<file path="src/rtl/serial_addsub_word.sv">
// Word-framed bit-serial adder/subtractor: LSB-first operand streams in,
// registered sum bits out, parallel result with carry and signed overflow at word end.
module serial_addsub_word #(
  parameter int WIDTH = 8
) (
  input  logic             clk,
  input  logic             rst_n,
  input  logic             start,
  input  logic             sub,
  input  logic             in_valid,
  input  logic             a,
  input  logic             b,
  output logic             sum,
  output logic             sum_valid,
  output logic             done,
  output logic [WIDTH-1:0] result,
  output logic             carry_out,
  output logic             overflow,
  output logic             busy
);

  localparam int CW = (WIDTH > 1) ? $clog2(WIDTH) : 1;

  typedef enum logic {IDLE, RUN} state_t;

  state_t           state;
  logic             mode;
  logic             carry;
  logic [CW-1:0]    cnt;
  logic [WIDTH-1:0] stage;

  logic             first_p0;
  logic             take_p0;
  logic             last_p0;
  logic             mode_p0;
  logic             cin_p0;
  logic             bx_p0;
  logic             s_p0;
  logic             c_next_p0;
  logic [WIDTH-1:0] stage_next_p0;

  // Processed bits enter from the MSB side so bit 0 lands at the LSB after WIDTH shifts.
  function automatic logic [WIDTH-1:0] shift_in(input logic [WIDTH-1:0] word,
                                                input logic bit_in);
    logic [WIDTH-1:0] t;
    t = word >> 1;
    t[WIDTH-1] = bit_in;
    return t;
  endfunction

  // Stage p0: bit arithmetic; in IDLE the live sub input is both mode and carry-in.
  always_comb begin
    first_p0      = (state == IDLE) && in_valid && start;
    take_p0       = first_p0 || ((state == RUN) && in_valid);
    mode_p0       = (state == IDLE) ? sub : mode;
    cin_p0        = (state == IDLE) ? sub : carry;
    bx_p0         = b ^ mode_p0;
    s_p0          = a ^ bx_p0 ^ cin_p0;
    c_next_p0     = (a & bx_p0) | (a & cin_p0) | (bx_p0 & cin_p0);
    last_p0       = 1'b0;
    if (take_p0) begin
      if (state == IDLE) last_p0 = (WIDTH == 1);
      else               last_p0 = (cnt == CW'(WIDTH - 1));
    end
    stage_next_p0 = shift_in(stage, s_p0);
  end

  // Stage p1: registered bit output, word state and parallel results.
  always_ff @(posedge clk or negedge rst_n) begin
    if (!rst_n) begin
      state     <= IDLE;
      mode      <= 1'b0;
      carry     <= 1'b0;
      cnt       <= '0;
      stage     <= '0;
      sum       <= 1'b0;
      sum_valid <= 1'b0;
      done      <= 1'b0;
      result    <= '0;
      carry_out <= 1'b0;
      overflow  <= 1'b0;
    end else begin
      sum_valid <= take_p0;
      done      <= last_p0;
      if (take_p0) begin
        sum   <= s_p0;
        carry <= c_next_p0;
        stage <= stage_next_p0;
      end
      case (state)
        IDLE: begin
          if (first_p0) begin
            mode  <= sub;
            cnt   <= CW'(1);
            state <= last_p0 ? IDLE : RUN;
          end
        end
        RUN: begin
          if (in_valid) begin
            cnt <= cnt + CW'(1);
            if (last_p0) state <= IDLE;
          end
        end
        default: state <= IDLE;
      endcase
      if (last_p0) begin
        result    <= stage_next_p0;
        carry_out <= c_next_p0;
        overflow  <= cin_p0 ^ c_next_p0;
      end
    end
  end

  assign busy = (state == RUN);

endmodule
</file>
<file path="config.mk">
export PLATFORM = sky130hd
export DESIGN_NAME = serial_addsub_word
export DESIGN_NICKNAME = d
export VERILOG_FILES = /design/src/rtl/serial_addsub_word.sv
export SDC_FILE = /design/constraint.sdc
export NUM_CORES = 1
export LEC_CHECK = 0
export ABC_AREA = 1
export CAP_MARGIN = 20
export CORE_UTILIZATION = 49
export DETAILED_ROUTE_END_ITERATION = 16
export GPL_ROUTABILITY_DRIVEN = 0
export PLACE_DENSITY = 0.77
export SYNTH_ARGS = -nofsm -noshare
export SYNTH_HDL_FRONTEND = slang
export SYNTH_SLANG_ARGS = --single-unit
export TNS_END_PERCENT = 5
</file>
<file path="constraint.sdc">
create_clock -name clk -period 2.1 [get_ports clk]
set_clock_uncertainty 0.15 [all_clocks]
set_input_delay 0.315 -clock clk [delete_from_list [all_inputs] [get_ports clk]]
set_output_delay 0.315 -clock clk [all_outputs]
set_load 0.01 [all_outputs]
</file>
Word level (Yosys, flattened, before mapping)

Index checks and enable logic that the tools add are counted.
W data, S select, Z words.

Register bits after elaboration: 27
Output and inout port bits: 14
Logic and storage cells: 42

Add/subtract/negate cells: 1
Eq/ne operators: 3
Mux-type cells: 11
Bitwise operators: 10
Reductions and logical operators: 6

Operators by type and width:

| operator              | number |
|---|---|
| $mux W1               | 7 |
| $mux W3               | 2 |
| $pmux W3 S2           | 1 |
| $ne A2 B2 Y1 const B  | 2 |
| $reduce_and A2 Y1     | 2 |
| $xor A1 B1 Y1         | 4 |
| $add A3 B1 Y3 const B | 1 |
| $and A1 B1 Y1         | 3 |
| $eq A3 B3 Y1 const B  | 1 |
| $logic_and A1 B1 Y1   | 3 |
| $or A1 B1 Y1          | 2 |
| $pmux W1 S2           | 1 |
| $logic_or A1 B1 Y1    | 1 |
| $not A1 Y1            | 1 |

Logic depth before layout (Yosys ltp)

Word-level depth: 8
Depth in mapped cells: 9
Mapped depth without buffers: 9

Worst setup path before layout

No wires, ideal clock.

Path type: register to register
Start: reg state (netlist: busy)
End: reg overflow
Setup time: 0.117 ns
Arrival time: 1.475 ns
Slack: 0.358 ns
Stages on the path, launching flop included: 10
Buffers on the path: 0
Cell sequence: dfrtp_1 inv_1 nand2_1 o21ai_0 xnor2_1 fa_1 inv_1 nand2_1 nand3_1 nand2_1

Cells in the longest elaborated chain, start to end: 6

Ends and longest elaborated chain:

| item                     | RTL line | RTL |
|---|---|---|
| start: declaration       | 26       | `state_t state;` |
| start signal: assignment | 95       | `state <= last_p0 ? IDLE : RUN;` |
| $mux W1                  | 55       | `mode_p0 = (state == IDLE) ? sub : mode;` |
| $xor A1 B1 Y1            | 57       | `bx_p0 = b ^ mode_p0;` |
| $and A1 B1 Y1            | 59       | `c_next_p0 = (a & bx_p0) \| (a & cin_p0) \| (bx_p0 & cin_p0);` |
| $or A1 B1 Y1             | 59       |  |
| $or A1 B1 Y1 (*)         | 59       |  |
| named net c_next_p0      | 39       | `logic c_next_p0;` |
| $xor A1 B1 Y1 (*)        | 109      | `overflow <= cin_p0 ^ c_next_p0;` |
| end signal: assignment   | 109      |  |
| end: declaration         | 18       | `output logic overflow,` |

The timed path passes the listed nets; every way through them passes the cells marked *.
A chain may end at the register's enable or synchronous reset.

Worst setup path in the final report

Same ends and word-level chain as after synthesis.

==> impl_results.html <==
<table>
<tr><th>Metric</th><th>Value</th></tr>
<tr><th colspan="2">Die</th></tr>
<tr><td>Initial Utilization</td><td>52.5%</td></tr>
<tr><td>Overall die height</td><td>~48 um</td></tr>
<tr><td>Number of cell rows</td><td>16</td></tr>
<tr><td>Area of the core</td><td>1980 um2</td></tr>
<tr><td>Die outline width</td><td>48.1 um</td></tr>
<tr><td>Die area</td><td>2310 um2</td></tr>
<tr><td>Boundary pin count</td><td>21</td></tr>
<tr><th colspan="2">Logic synthesis</th></tr>
<tr><td>Number of enable flip-flop cells after synthesis</td><td>0</td></tr>
<tr><td>Largest cells by area after synthesis</td><td>dfrtp_1 60%, nand2_1 12%, o21ai_0 5.3%</td></tr>
<tr><td>Flip-flop and latch count after synthesis</td><td>25</td></tr>
<tr><td>Synthesized cell area</td><td>1040 um2</td></tr>
<tr><td>Number of cells produced by synthesis</td><td>approximately 110</td></tr>
<tr><td>Async set-or-reset flop fraction in the synthesized netlist</td><td>100%</td></tr>
<tr><td>Leading post-synthesis cells by instance count</td><td>32 x nand2_1, 25 x dfrtp_1, 14 x inv_1</td></tr>
<tr><td>Most frequently used cell type in the post-synthesis netlist</td><td>nand2_1</td></tr>
<tr><td>Post-synth top area share</td><td>around three fifths</td></tr>
<tr><td>Flip-flop cell with the highest count after synthesis</td><td>dfrtp_1</td></tr>
<tr><td>Post-synthesis sequential area ratio</td><td>60.2%</td></tr>
<tr><td>Biggest area consumer among synthesized cells</td><td>dfrtp_1</td></tr>
<tr><td>Unique masters post-synth</td><td>15</td></tr>
<tr><td>Synthesized netlist net count</td><td>117</td></tr>
<tr><td>Synthesis warning total</td><td>0</td></tr>
<tr><td>Post-Syn Area per Cell</td><td>9.72 um2</td></tr>
<tr><th colspan="2">Timing</th></tr>
<tr><td>Unrepaired setup endpoints after global routing</td><td>no</td></tr>
<tr><td>Maximum frequency from static timing analysis</td><td>555 MHz</td></tr>
<tr><td>Worst Slack Setup Final</td><td>~0.30 ns</td></tr>
<tr><td>Number of setup violations in the final report</td><td>0</td></tr>
<tr><td>Minimum period implied by the final worst setup slack</td><td>1.80 ns</td></tr>
<tr><td>Fraction of the cycle the final worst path needs</td><td>a little under nine tenths</td></tr>
<tr><td>Rel. slew slack</td><td>73.3%</td></tr>
<tr><td>Slew Viols, Final</td><td>0</td></tr>
<tr><td>Count of final hold-check violations</td><td>0</td></tr>
<tr><td>Slew of the pin with the lowest slew margin</td><td>0.399 ns</td></tr>
<tr><th colspan="2">Worst setup path</th></tr>
<tr><td>Reg-to-reg critical path endpoint</td><td>overflow</td></tr>
<tr><td>Reg2reg setup slack</td><td>0.30 ns</td></tr>
<tr><td>Worst R2R Path Depth</td><td>9</td></tr>
<tr><td>Critical path endpoint category</td><td>flip-flop</td></tr>
<tr><td>Required time worst endpoint</td><td>2.17 ns</td></tr>
<tr><td>FF-to-FF Start</td><td>busy</td></tr>
<tr><td>Data arrival, critical path</td><td>~1.9 ns</td></tr>
<tr><td>Crit Path Max Fanout</td><td>5</td></tr>
<tr><td>Type of the worst setup path</td><td>reg -&gt; reg</td></tr>
<tr><td>Worst Setup Start Kind</td><td>flip-flop</td></tr>
<tr><th colspan="2">Cells and area</th></tr>
<tr><td>Fraction of the core area covered by cells at the end of the flow</td><td>64.9%</td></tr>
<tr><td>Area grow syn2layout</td><td>23.7%</td></tr>
<tr><td>Share of post-route cells with drive strength above 1</td><td>9.23%</td></tr>
<tr><td>Filler Cells Inserted</td><td>155</td></tr>
<tr><td>Multi-input logic area</td><td>319 um2</td></tr>
<tr><td>Final nets</td><td>141</td></tr>
<tr><td>N_diodes</td><td>0</td></tr>
<tr><td>Flip-flop and latch area</td><td>626 um2</td></tr>
<tr><td>Finished layout cell area</td><td>1290 um2</td></tr>
<tr><th colspan="2">Power</th></tr>
<tr><td>Worst IR drop on VDD</td><td>0.767 mV</td></tr>
<tr><td>Lkg Pwr</td><td>between 0.0006 and 0.0007 uW</td></tr>
<tr><td>Pwr/cell area</td><td>1290 nW/um2</td></tr>
<tr><th colspan="2">Placed design</th></tr>
<tr><td>Cell area reported after detailed placement</td><td>around 1300 um2</td></tr>
<tr><td>Worst slack, placed</td><td>-0.00879 ns</td></tr>
<tr><td>Placed wire-length estimate</td><td>1300 um</td></tr>
<tr><td>Port Buffer Count</td><td>20</td></tr>
<tr><th colspan="2">GRT</th></tr>
<tr><td>Antenna violations before repair</td><td>0</td></tr>
<tr><td>Overall overflow remaining after global route</td><td>0</td></tr>
<tr><td>Number of global-route vias before repair</td><td>692</td></tr>
<tr><td>Pin count of the biggest net entering global routing</td><td>26</td></tr>
<tr><td>Total global routing track utilization</td><td>17.8%</td></tr>
<tr><td>Wire length of the first global-routing pass</td><td>about 2800 um</td></tr>
<tr><th colspan="2">CTS</th></tr>
<tr><td>Number of sinks on the clock net</td><td>25</td></tr>
<tr><td>Latest clock arrival within the worst-skew pair</td><td>0.31 ns</td></tr>
<tr><td>Maximum clock path buffer count</td><td>2</td></tr>
<tr><td>Total setup buffers inserted after CTS</td><td>0</td></tr>
<tr><td>Clock-pin slew of the registers on the worst-case setup and hold paths</td><td>between 0.1 and 0.15 ns</td></tr>
<tr><td>Number of gates resized after CTS</td><td>0</td></tr>
<tr><td>Number of buffers inserted for hold repair after clock tree synthesis</td><td>0</td></tr>
<tr><td>Count of H-tree levels built during CTS</td><td>1</td></tr>
<tr><td>TritonCTS clock tree</td><td>yes</td></tr>
<tr><td>Number of buffers created by CTS</td><td>3</td></tr>
<tr><td>Clk root buf</td><td>clkbuf_4</td></tr>
<tr><th colspan="2">Routing</th></tr>
<tr><td>Final wirelength</td><td>1770 um</td></tr>
<tr><td>Average routed wire per standard cell</td><td>11.3 um</td></tr>
<tr><td>Iteration-0 DRC count of the detailed router</td><td>7</td></tr>
<tr><td>DRC violation count after routing</td><td>0</td></tr>
<tr><td>Total number of vias</td><td>about 760</td></tr>
<tr><td>Number of vias per cell</td><td>4.81</td></tr>
<tr><td>First-pass iteration count of the detailed router</td><td>4</td></tr>
<tr><td>Antenna viol nets, final</td><td>0</td></tr>
<tr><th colspan="2">Worst hold path</th></tr>
<tr><td>Kind of path behind the tightest hold check</td><td>in -&gt; async</td></tr>
<tr><th colspan="2">Run status</th></tr>
<tr><td>Result of the run</td><td>complete, no violations</td></tr>
<tr><th colspan="2">Job</th></tr>
<tr><td>Maxcap violations</td><td>0</td></tr>
</table>
[metrics by stage]
stage / total power, uW / TNS [ns] / instances / hold WS (ns)
floorplan: 1170 / 0 / 107 / -0.131
global placement: 1420 / 0 / 153 / 0.316
detailed placement: 1470 / -0.0137 / 153 / 0.324
CTS: 1680 / 0 / 157 / 0.206
global route: 1810 / 0 / 157 / 0.213
finish: 1660 / 0 / 157 / 0.195
[logic make-up (layout without fill, tap and decap cells)]
logic type | count (synthesis) | in the layout | synth area share [%]
simple gates | 39 | 39 | 15.3
buf+inv | 19 | 42 | 9.15
compound gates | 19 | 19 | 9.15
fa+ha+maj | 3 | 3 | 4.33
mux | 1 | 1 | 1.08
flops | 25 | 25 | 60.2
xor+xnor | 1 | 1 | 0.843
[registers in the layout, indices dropped and copies added (netlist names)]
register and flops:
busy 1, carry 1, carry_out 1, cnt 3, done 1, mode 1, overflow 1, result 8
stage 6, sum 1, sum_valid 1
[report_power, final]
part           internal [uW]  total, uW  leakage [uW]  switching [uW]
combinational            337        671      0.000301             334
sequential               670        775      0.000317             105
clock                   71.2        212     0.0000177             141
total                   1080       1660      0.000635             580
[critical path, cell delays in order (launching register included)]
cell and delay [ns]:
dfrtp_1 0.44, inv_1 0.09, nand2_1 0.08, o21ai_0 0.10
xnor2_1 0.16, fa_1 0.44, inv_1 0.09, nand2_1 0.05
nand3_1 0.07, nand2_1 0.05
[cells in the final DEF (no fill, tap or decap), drive strengths merged]
cell type	instances
xnor2	1
clkbuf	3
inv	15
nand3	4
o21ai	19
ha	2
fa	1
clkdlybuf4s50	20
nand2	35
dfrtp	25
buf	2
clkinv	2
mux2	1
[layer usage]
metal / vias up / track usage (%) / share of wire, %
li1: 377 / - / -
met1: 358 / 20.0 / 44
met2: 16 / 32.2 / 52
met5: - / 0 / 0
met3: 4 / 3.40 / 2.6
met4: 0 / 8.33 / 1.4
[how the worst max path moves through the flow]
stage,from,end,depth (start not counted)
after floorplan,busy,overflow,9
after global placement,sub,sum,8
after detailed placement,sub,overflow,10
after CTS,busy,overflow,9
after global routing,busy,overflow,8
final,busy,overflow,9
[layout make-up]
class | count | area share, %
clock inverters | 1 | 0.389
flip-flops and latches | 25 | 48.6
multi-input cells | 63 | 24.8
well taps | 27 | 2.63
inverters | 16 | 5.06
clock buffers | 3 | 1.75
repair buffers | 22 | 16.7
(Power assumes the default switching activity.)
==> variant, RTL diff (config.mk and constraints unchanged) <==
Add an input register stage for `start`, `sub`, `in_valid`, `a` and `b`; this delays them by one clock.
--- a/src/rtl/serial_addsub_word.sv
+++ b/src/rtl/serial_addsub_word.sv
@@ -22,6 +22,20 @@
   localparam int CW = (WIDTH > 1) ? $clog2(WIDTH) : 1;
 
   typedef enum logic {IDLE, RUN} state_t;
+
+  logic start_q;
+  logic sub_q;
+  logic in_valid_q;
+  logic a_q;
+  logic b_q;
+
+  always_ff @(posedge clk) begin
+    start_q    <= start;
+    sub_q      <= sub;
+    in_valid_q <= in_valid;
+    a_q        <= a;
+    b_q        <= b;
+  end
 
   state_t           state;
   logic             mode;
@@ -50,13 +64,13 @@
 
   // Stage p0: bit arithmetic; in IDLE the live sub input is both mode and carry-in.
   always_comb begin
-    first_p0      = (state == IDLE) && in_valid && start;
-    take_p0       = first_p0 || ((state == RUN) && in_valid);
-    mode_p0       = (state == IDLE) ? sub : mode;
-    cin_p0        = (state == IDLE) ? sub : carry;
-    bx_p0         = b ^ mode_p0;
-    s_p0          = a ^ bx_p0 ^ cin_p0;
-    c_next_p0     = (a & bx_p0) | (a & cin_p0) | (bx_p0 & cin_p0);
+    first_p0      = (state == IDLE) && in_valid_q && start_q;
+    take_p0       = first_p0 || ((state == RUN) && in_valid_q);
+    mode_p0       = (state == IDLE) ? sub_q : mode;
+    cin_p0        = (state == IDLE) ? sub_q : carry;
+    bx_p0         = b_q ^ mode_p0;
+    s_p0          = a_q ^ bx_p0 ^ cin_p0;
+    c_next_p0     = (a_q & bx_p0) | (a_q & cin_p0) | (bx_p0 & cin_p0);
     last_p0       = 1'b0;
     if (take_p0) begin
       if (state == IDLE) last_p0 = (WIDTH == 1);
@@ -90,13 +104,13 @@
       case (state)
         IDLE: begin
           if (first_p0) begin
-            mode  <= sub;
+            mode  <= sub_q;
             cnt   <= CW'(1);
             state <= last_p0 ? IDLE : RUN;
           end
         end
         RUN: begin
-          if (in_valid) begin
+          if (in_valid_q) begin
             cnt <= cnt + CW'(1);
             if (last_p0) state <= IDLE;
           end
Check against the original RTL: not equivalent (a bounded check fails within 4 cycles, from zero or initial values and one cycle with rst_n low).
==> variant against the unedited design <==
  * Total power is 13% higher
  * Sequential share of layout area increased by 2.7 points
  * Cell area grew 9.8%
  * Wire length grew 3.4%
  * Worst setup slack improved by 0.0058 ns
  * Sequential cell count is 5 higher
  * Synthesized area rose by 9.6%
  * Critical endpoint unchanged
  * Largest power group unchanged
  * Highest routed layer is now met3
==> variant: results (changes against the unedited design) <==
* WS Path Type: flip-flop to flip-flop
* Dominant synthesized flop cell: dfrtp_1
* CP top delay family: adder cells
* Part of the Yosys area used for sequential elements at 63.67% (+3.5 points)
* Num CTS Buffers at 5 (+2)
* Largest net degree at the start of global routing at 26 (unchanged)
* First-pass GRT wire length at 3312 microns (+20%)
* Clock Latency Late Sink at 0.31 ns (about the same)
* Count leader, synth: nand2_1
* Post_cts resized at 0 (unchanged)
* DP Worst Slack at 0.3033 ns (+0.3120 ns)
* CTS root buf: clkbuf_4
* P&R area growth vs syn at 23.93%
* CP max FO at 5 (unchanged)
* Ant diodes at 0 (unchanged)
* Total GRT Usage at 18.73% (+0.92 points)
* Ratio of cells with drive above 1 in the final layout at 10.14% (+0.91 points)
* Initial antenna violation count at 0 (unchanged)
* Pre-Repair DR Iteration Count at 4 (unchanged)
* Max clock buf depth at 2 (unchanged)
* H-tree depth at 2 (+1)
* Fraction of registers with async set or reset after synthesis at 83.33% (-17 points)
* Hold crit path type: input port to async pin
* Synth warn at 0 (unchanged)
* Worst-margin pin slew at 0.4031 ns (+0.003878 ns)
* Max reg flops at 8 (unchanged)
* Worst VDD drop at 0.8025 mV (+4.6%)
* Worst reg2reg path depth at 9 (unchanged)
* Final net count at 147 (+4.3%)
* CP arrival at 1.85 ns (-0.02 ns)
* Vias in the first global route at 785 (+13%)
* Port-buffer cells at 20 (unchanged)
* Sw power at 0.6153 mW (+6.0%)
* CP max-delay cell: fa_1
* Post-Route WL at 1829 microns (+3.4%)
* Via/cell ratio at 4.819 (+0.22%)
* Period Utilization, post-route at 85.59% (-0.27 points)
* First-iteration detailed-routing DRC count at 9 (+2)
* Most frequent cells after synthesis: nand2_1, dfrtp_1, inv_1, o21ai_0, o21ai_1
* Synthesized net count at 122 (+4.3%)
* Reg2reg start: busy
* Synth unique cells at 16 (+1)
* Reg2reg end: overflow
* HPWL Detailed at 1299 microns (about the same)
* Worst reg-to-reg setup slack at 0.30 ns
* Status: completed
* Synth top area cells: dfrtp_1, nand2_1, dfxtp_1
* Filler instances at 195 (+26%)
* P_leak at 0.6908 nW (+8.7%)
* Clock transition at the registers of the reported paths at 0.09 ns (-0.04 ns)
* Most common cell after layout, fill and taps aside: nand2_1
* Top flop regs: result x8, stage x6, cnt x3
* Post-CTS Setup Inserts at 0 (unchanged)
* Crit path largest cell delay at 0.43 ns
variant: power by group through the flow:
stage	combinational [mW]	sequential (mW)	clock, mW
global route	0.768	0.902	0.389
detailed placement	0.674	0.886	0
finish	0.661	0.876	0.340
global placement	0.637	0.876	0
floorplan	0.356	0.916	0
CTS	0.676	0.877	0.356
variant: layout make-up:
class / instances / area [sq um] / share of cell area, %
clock buffers: 7 / 55.05 / 3.897
multi-input cells: 63 / 319.1 / 22.59
clock inverters: 1 / 5.005 / 0.3543
flip-flops and latches: 30 / 725.7 / 51.37
inverters: 16 / 65.06 / 4.606
repair buffers: 21 / 207.7 / 14.70
well taps: 28 / 35.03 / 2.480
variant: worst min-delay path by stage:
stage | to | slack [ns] | cells past startpoint
2_1_floorplan | busy | -0.13 | 0
3_5_place_dp | overflow | 0.32 | 2
3_3_place_gp | overflow | 0.32 | 2
5_1_grt | stage[2] | 0.20 | 2
6_report | result[4] | 0.20 | 2
4_1_cts | result[2] | 0.19 | 2
variant: cells by family (layout without fill, tap and decap cells):
group           Yosys count  in the layout  share of synthesized area (%)
fa+ha+maj                 3              3                          3.951
simple gates             39             39                          13.94
mux                       1              1                         0.9879
compound gates           19             19                          8.342
buf+inv                  19             45                          8.342
flops                    30             30                          63.67
xor+xnor                  1              1                         0.7685
variant: routing by layer:
metal / up-vias / track usage, % / share of wire (%)
li1: 400 / - / -
met1: 378 / 20.40 / 44
met2: 22 / 31.33 / 52
met3: 0 / 8.485 / 4.6
met4: 0 / 7.619 / 0
met5: - / 0 / 0
variant: through the flow:
stage	hold WS (ns)	area (sq um)	instances
6_report	0.1996	1413	166
4_1_cts	0.1921	1413	166
3_5_place_dp	0.3188	1353	158
2_1_floorplan	-0.1306	1140	112
3_3_place_gp	0.3167	1353	158
5_1_grt	0.2032	1413	166
